--- src/rtl/mult_div_unit.sv ---
// Iterative multiply/divide unit owning HI/LO: shift-add multiply, restoring divide,
// WIDTH calculation cycles plus one sign-fix cycle.
module mult_div_unit #(
  parameter int WIDTH = 32
) (
  input  logic             clk,
  input  logic             rst_n,
  input  logic             sig_start,
  input  logic [1:0]       sig_op,
  input  logic [WIDTH-1:0] src_a,
  input  logic [WIDTH-1:0] src_b,
  input  logic             sig_flush,
  input  logic             sig_mthi,
  input  logic             sig_mtlo,
  input  logic [WIDTH-1:0] write_data,
  output logic [WIDTH-1:0] hi,
  output logic [WIDTH-1:0] lo,
  output logic             busy,
  output logic             done,
  output logic             div_by_zero
);

  localparam int CNT_W = $clog2(WIDTH + 1);
  localparam logic [1:0] S_IDLE = 2'd0;
  localparam logic [1:0] S_CALC = 2'd1;
  localparam logic [1:0] S_FIX  = 2'd2;

  function automatic logic [WIDTH-1:0] abs_val(input logic [WIDTH-1:0] x, input logic is_signed);
    if (is_signed && x[WIDTH-1]) abs_val = -x;
    else                         abs_val = x;
  endfunction

  logic [1:0]         state_q, state_d;
  logic [1:0]         op_q, op_d;
  logic [WIDTH-1:0]   a_q, a_d, b_q, b_d, a_raw_q, a_raw_d;
  logic [2*WIDTH-1:0] acc_q, acc_d;
  logic [CNT_W-1:0]   cnt_q, cnt_d;
  logic               neg_res_q, neg_res_d, neg_rem_q, neg_rem_d, dbz_q, dbz_d;
  logic [WIDTH-1:0]   hi_q, hi_d, lo_q, lo_d;
  logic               busy_q, busy_d, done_q, done_d, dbz_out_q, dbz_out_d;

  logic [WIDTH-1:0]   abs_a_s, abs_b_s, quo_fix_s, rem_fix_s;
  logic [WIDTH:0]     mul_sum_s, rem_shift_s, rem_diff_s;
  logic [2*WIDTH-1:0] mul_step_s, div_step_s, prod_fix_s;

  // Datapath: one multiply or divide iteration plus the final sign correction.
  always_comb begin
    abs_a_s     = abs_val(src_a, ~sig_op[0]);
    abs_b_s     = abs_val(src_b, ~sig_op[0]);
    mul_sum_s   = {1'b0, acc_q[2*WIDTH-1:WIDTH]} + (acc_q[0] ? {1'b0, a_q} : {(WIDTH+1){1'b0}});
    mul_step_s  = {mul_sum_s, acc_q[WIDTH-1:1]};
    rem_shift_s = {acc_q[2*WIDTH-1:WIDTH], acc_q[WIDTH-1]};
    rem_diff_s  = rem_shift_s - {1'b0, b_q};
    if (!rem_diff_s[WIDTH]) div_step_s = {rem_diff_s[WIDTH-1:0], acc_q[WIDTH-2:0], 1'b1};
    else                    div_step_s = {rem_shift_s[WIDTH-1:0], acc_q[WIDTH-2:0], 1'b0};
    prod_fix_s  = neg_res_q ? -acc_q : acc_q;
    quo_fix_s   = neg_res_q ? -acc_q[WIDTH-1:0] : acc_q[WIDTH-1:0];
    rem_fix_s   = neg_rem_q ? -acc_q[2*WIDTH-1:WIDTH] : acc_q[2*WIDTH-1:WIDTH];
  end

  // Next-state logic for the control FSM and the architectural HI/LO.
  always_comb begin
    state_d   = state_q;
    op_d      = op_q;
    a_d       = a_q;
    b_d       = b_q;
    a_raw_d   = a_raw_q;
    acc_d     = acc_q;
    cnt_d     = cnt_q;
    neg_res_d = neg_res_q;
    neg_rem_d = neg_rem_q;
    dbz_d     = dbz_q;
    hi_d      = hi_q;
    lo_d      = lo_q;
    busy_d    = busy_q;
    done_d    = 1'b0;
    dbz_out_d = 1'b0;
    case (state_q)
      S_IDLE: begin
        if (sig_mthi) hi_d = write_data;
        else          hi_d = hi_q;
        if (sig_mtlo) lo_d = write_data;
        else          lo_d = lo_q;
        if (sig_start && !sig_flush) begin
          op_d      = sig_op;
          a_d       = abs_a_s;
          b_d       = abs_b_s;
          a_raw_d   = src_a;
          // Divide keeps the dividend in the low half; multiply keeps the multiplier there.
          acc_d     = {{WIDTH{1'b0}}, (sig_op[1] ? abs_a_s : abs_b_s)};
          cnt_d     = CNT_W'(WIDTH);
          neg_res_d = ~sig_op[0] & (src_a[WIDTH-1] ^ src_b[WIDTH-1]);
          neg_rem_d = ~sig_op[0] & src_a[WIDTH-1];
          dbz_d     = sig_op[1] & (src_b == {WIDTH{1'b0}});
          busy_d    = 1'b1;
          state_d   = S_CALC;
        end else begin
          busy_d    = 1'b0;
          state_d   = S_IDLE;
        end
      end
      S_CALC: begin
        if (sig_flush) begin
          busy_d  = 1'b0;
          state_d = S_IDLE;
        end else begin
          acc_d = op_q[1] ? div_step_s : mul_step_s;
          cnt_d = cnt_q - CNT_W'(1);
          if (cnt_q == CNT_W'(1)) state_d = S_FIX;
          else                    state_d = S_CALC;
        end
      end
      S_FIX: begin
        busy_d  = 1'b0;
        state_d = S_IDLE;
        if (sig_flush) begin
          done_d = 1'b0;
        end else begin
          done_d = 1'b1;
          if (!op_q[1]) begin
            hi_d = prod_fix_s[2*WIDTH-1:WIDTH];
            lo_d = prod_fix_s[WIDTH-1:0];
          end else if (dbz_q) begin
            hi_d      = a_raw_q;
            lo_d      = {WIDTH{1'b1}};
            dbz_out_d = 1'b1;
          end else begin
            hi_d = rem_fix_s;
            lo_d = quo_fix_s;
          end
        end
      end
      default: begin
        busy_d  = 1'b0;
        state_d = S_IDLE;
      end
    endcase
  end

  // State registers with asynchronous active-low reset.
  always_ff @(posedge clk or negedge rst_n) begin
    if (!rst_n) begin
      state_q   <= S_IDLE;
      op_q      <= 2'b00;
      a_q       <= '0;
      b_q       <= '0;
      a_raw_q   <= '0;
      acc_q     <= '0;
      cnt_q     <= '0;
      neg_res_q <= 1'b0;
      neg_rem_q <= 1'b0;
      dbz_q     <= 1'b0;
      hi_q      <= '0;
      lo_q      <= '0;
      busy_q    <= 1'b0;
      done_q    <= 1'b0;
      dbz_out_q <= 1'b0;
    end else begin
      state_q   <= state_d;
      op_q      <= op_d;
      a_q       <= a_d;
      b_q       <= b_d;
      a_raw_q   <= a_raw_d;
      acc_q     <= acc_d;
      cnt_q     <= cnt_d;
      neg_res_q <= neg_res_d;
      neg_rem_q <= neg_rem_d;
      dbz_q     <= dbz_d;
      hi_q      <= hi_d;
      lo_q      <= lo_d;
      busy_q    <= busy_d;
      done_q    <= done_d;
      dbz_out_q <= dbz_out_d;
    end
  end

  assign hi          = hi_q;
  assign lo          = lo_q;
  assign busy        = busy_q;
  assign done        = done_q;
  assign div_by_zero = dbz_out_q;

endmodule

--- config.mk ---
export PLATFORM = sky130hd
export DESIGN_NAME = mult_div_unit
export DESIGN_NICKNAME = d
export VERILOG_FILES = /design/src/rtl/mult_div_unit.sv
export SDC_FILE = /design/constraint.sdc
export NUM_CORES = 1
export LEC_CHECK = 0
export BUFFER_PORTS_ARGS = -buffer_cell sky130_fd_sc_hd__buf_2
export CORE_MARGIN = 2
export CORE_UTILIZATION = 30
export DETAILED_ROUTE_END_ITERATION = 8
export PLACE_DENSITY_LB_ADDON = 0.05
export SYNTH_ARGS = -nofsm -noshare
export SYNTH_HDL_FRONTEND = slang
export SYNTH_SLANG_ARGS = --single-unit
--- constraint.sdc ---
create_clock -name clk -period 9 [get_ports clk]
set_input_delay 0.9 -clock clk [delete_from_list [all_inputs] [get_ports clk]]
set_output_delay 0.9 -clock clk [all_outputs]
set_load 0.01 [all_outputs]
==> impl_metrics.toml <==
[cts]
clock_path_buffers = 3
cts_tree = "built"
htree_levels = 2
clkTransAtPathRegs_ps = 60
cts_post_setup_buffers_inserted = 0
holdBufCountCts = 0
cts_resized = 0
clock-sinks = 238
cts_buffers = 35
cts-root-buf = "clkbuf_16"
clk-insertion-delay-late_ps = 550

[logic_synthesis]
ys_ff_latch = 238
synth_warnings = 0
synth.distinct_cells = 77
synthesis.area_um2 = 18200
synth_cells = 2322
syn-num-nets = 2498
synth-main-ff-cell = "dfrtp_1"
seq_area_frac_synth_pct = 32.6
ys_async_sr_fraction_pct = 100
avgSynthCellArea_um2 = 7.86
synth-edff-count = 0

[floorplan]
die_w_um = 251
start_util_pct = 30.3
coreArea_um2 = 60200
rows = 90
die_area_um2 = 62800
num_io_pins = 171
dieHeight_um = 251

[power_and_ir_drop]
swShare_pct = 48.3
pwr-share-clk_pct = 21.0
p_seq_share_pct = 28.1
intPower_mw = 3.53
p_comb_share_pct = 50.9
power_density_nw_per_um2 = 327
ir_drop_mv = 0.151
leakage_nw = 9.21
p_sw_mw = 3.29

[timing]
fin_tns_setup_ps = 0
setup_viol = 0
relSlewSlack_pct = 29.4
worst_pin_slew_ps = 1040
maxSlewViolCount = 0
fmax_ghz = 0.234
finalCritPeriodShare_pct = 47.6
rsz0062_at_grt = "no"
layout_setup_ws_ps = 4720
fin_crit_ps = 4280
fin_skew_ps = 16.8
finalHoldViolations = 0

[placement]
place_congestion = 0.972
pre_cts_ws_ps = 4780
port_buffers = 170
hpwlAfterDp_um = 65100

[route]
first_pass_iters = 8
drc = 0
dr.first_iter.drc_count = 1684
antenna_left = 0
viasPerCell = 5.62
drt-total-wl_um = 84000
avgRoutedWirePerCell_um = 26.2
vias = 18009

[global_routing]
overflow = 0
grt_use_total_pct = 26.3
first_global_vias = 17175
grt_max_degree = 103
antenna_found_initial = 7
grt_pass1_wl_um = 122000

[job]
max_cap_viol_count = 0

[run_status]
status = "complete, no violations"

[critical_path]
crit_fanout = 30
crit_path_cell_trace = "inv_1, ha_1, fa_1, nor2b_1, o211ai_1, a21o_1, o2111ai_1, a31oi_1, xnor2_2, buf_4, nor2_1, a311oi_1, a221o_1"
critPathRequiredTime_ps = 9490
arrival_ps = 4770
cp_slowest_stage_delay_ps = 730
critPathCaptureType = "flop"
start_kind = "flop"
crit_slowest_cell = "xnor2_2"
worstSetupPathType = "reg2reg"

[hold_path]
hp-class = "in2async"

[layout]
nets = 2570
fillCellCount = 6453
layout_common_cells = "nand2_1 (372), o21ai_0 (265), dfrtp_1 (236)"
regArea_um2 = 5960
layout-drive-gt1-share_pct = 12.1
area_delta_synth_final_pct = 14.4
final_common_cell = "nand2_1"
multi_input_area_um2 = 11400
-- per-stage QoR --
stage	hold WS, ps	std cells	total power [mW]	util [%]	area [um^2]
after floorplan	437	2322	4.05	-	18200
after global placement	458	3139	5.34	32.7	19700
after detailed placement	458	3139	5.33	32.7	19700
after CTS	442	3202	6.80	34.6	20900
after global routing	450	3202	7.25	34.6	20900
final	354	3203	6.82	34.7	20900
-- cell type report --
class	count	share of cell area [%]
Multi-Input combinational cell	1847	54.7
Sequential cell	238	28.6
Timing Repair Buffer	201	5.24
Clock buffer	52	4.75
Tap cell	782	4.69
Inverter	71	1.28
Clock inverter	11	0.827
Antenna cell	1	0.0120
-- cells in the mapped netlist, drive strengths merged, types with 25 or more instances --
| master | number | share of area, % |
|---|---|---|
| o21ai | 270 | 7.4 |
| clkbuf | 146 | 3.0 |
| or3 | 27 | 0.95 |
| mux2i | 65 | 3.6 |
| inv | 70 | 1.4 |
| nor4 | 25 | 0.93 |
| nor2 | 154 | 3.2 |
| a21o | 29 | 1.2 |
| nand3 | 42 | 1.2 |
| a21oi | 159 | 4.4 |
| and2 | 37 | 1.3 |
| o22ai | 42 | 1.4 |
| dfrtp | 238 | 33 |
| nor3 | 42 | 1.2 |
| o31ai | 27 | 1.2 |
| xnor2 | 115 | 5.5 |
| ha | 70 | 4.8 |
| xor2 | 80 | 3.8 |
| nand2 | 372 | 7.7 |
-- worst paths after layout --
kind,from,endpoint,slack (ps),depth (start not counted)
worst max-delay path,acc_q[31]$_DFFE_PN0P_,acc_q[60]$_DFFE_PN0P_,4720,13
worst min register to register,hi[22]$_DFFE_PN0P_,hi[22]$_DFFE_PN0P_,470,2
max in group asynchronous,rst_n,lo[29]$_DFFE_PN0P_,7040,2
worst max register to register,acc_q[31]$_DFFE_PN0P_,acc_q[60]$_DFFE_PN0P_,4720,13
min in group clk,hi[22]$_DFFE_PN0P_,hi[22]$_DFFE_PN0P_,470,2
worst min-delay path,rst_n,acc_q[47]$_DFFE_PN0P_,350,1
-- sequential cells by signal, indices dropped and copies added, names as in the netlist, 2 cells and up --
signal,flops
a_q,32
a_raw_q,31
acc_q,64
b_q,32
cnt_q,6
hi,32
lo,32
state_q,2
-- per-layer routing --
| metal | wire (um) | vias to the layer above | global-route usage (%) |
|---|---|---|---|
| met2 | 36700 | 651 | 40.6 |
| met3 | 5870 | 90 | 4.17 |
| li1 | - | 8405 | - |
| met1 | 39800 | 8853 | 38.6 |
| met5 | 65 | - | 0 |
| met4 | 1540 | 10 | 5.39 |
-- logic make-up (layout without fill, tap and decap cells) --
logic type | Yosys count | in the layout | share of synthesized area (%)
buf+inv | 237 | 335 | 4.97
compound gates | 705 | 705 | 23.5
fa+ha+maj | 72 | 72 | 5.02
xor+xnor | 195 | 195 | 9.36
other cells | 0 | 1 | 0
mux | 72 | 72 | 4.00
flops | 238 | 238 | 32.6
simple gates | 803 | 803 | 20.5
-- power groups by stage --
stage	registers (mW)	logic, mW	clock network, mW
after floorplan	1.60	2.45	0
after global placement	1.92	3.42	0
after detailed placement	1.93	3.41	0
after CTS	1.91	3.43	1.46
after global routing	1.96	3.79	1.51
final	1.92	3.47	1.43
-- critical path: cells and delay by family (launching register included) --
family | cells | cell delay, ps
adder cells (fa/ha/maj) | 2 | 630
AND/OR/NAND/NOR | 2 | 250
flip-flops | 1 | 430
XOR/XNOR | 1 | 730
buffers and inverters | 2 | 610
AO/OA/AOI/OAI | 6 | 1560
Power figures use the tool's default switching activity.
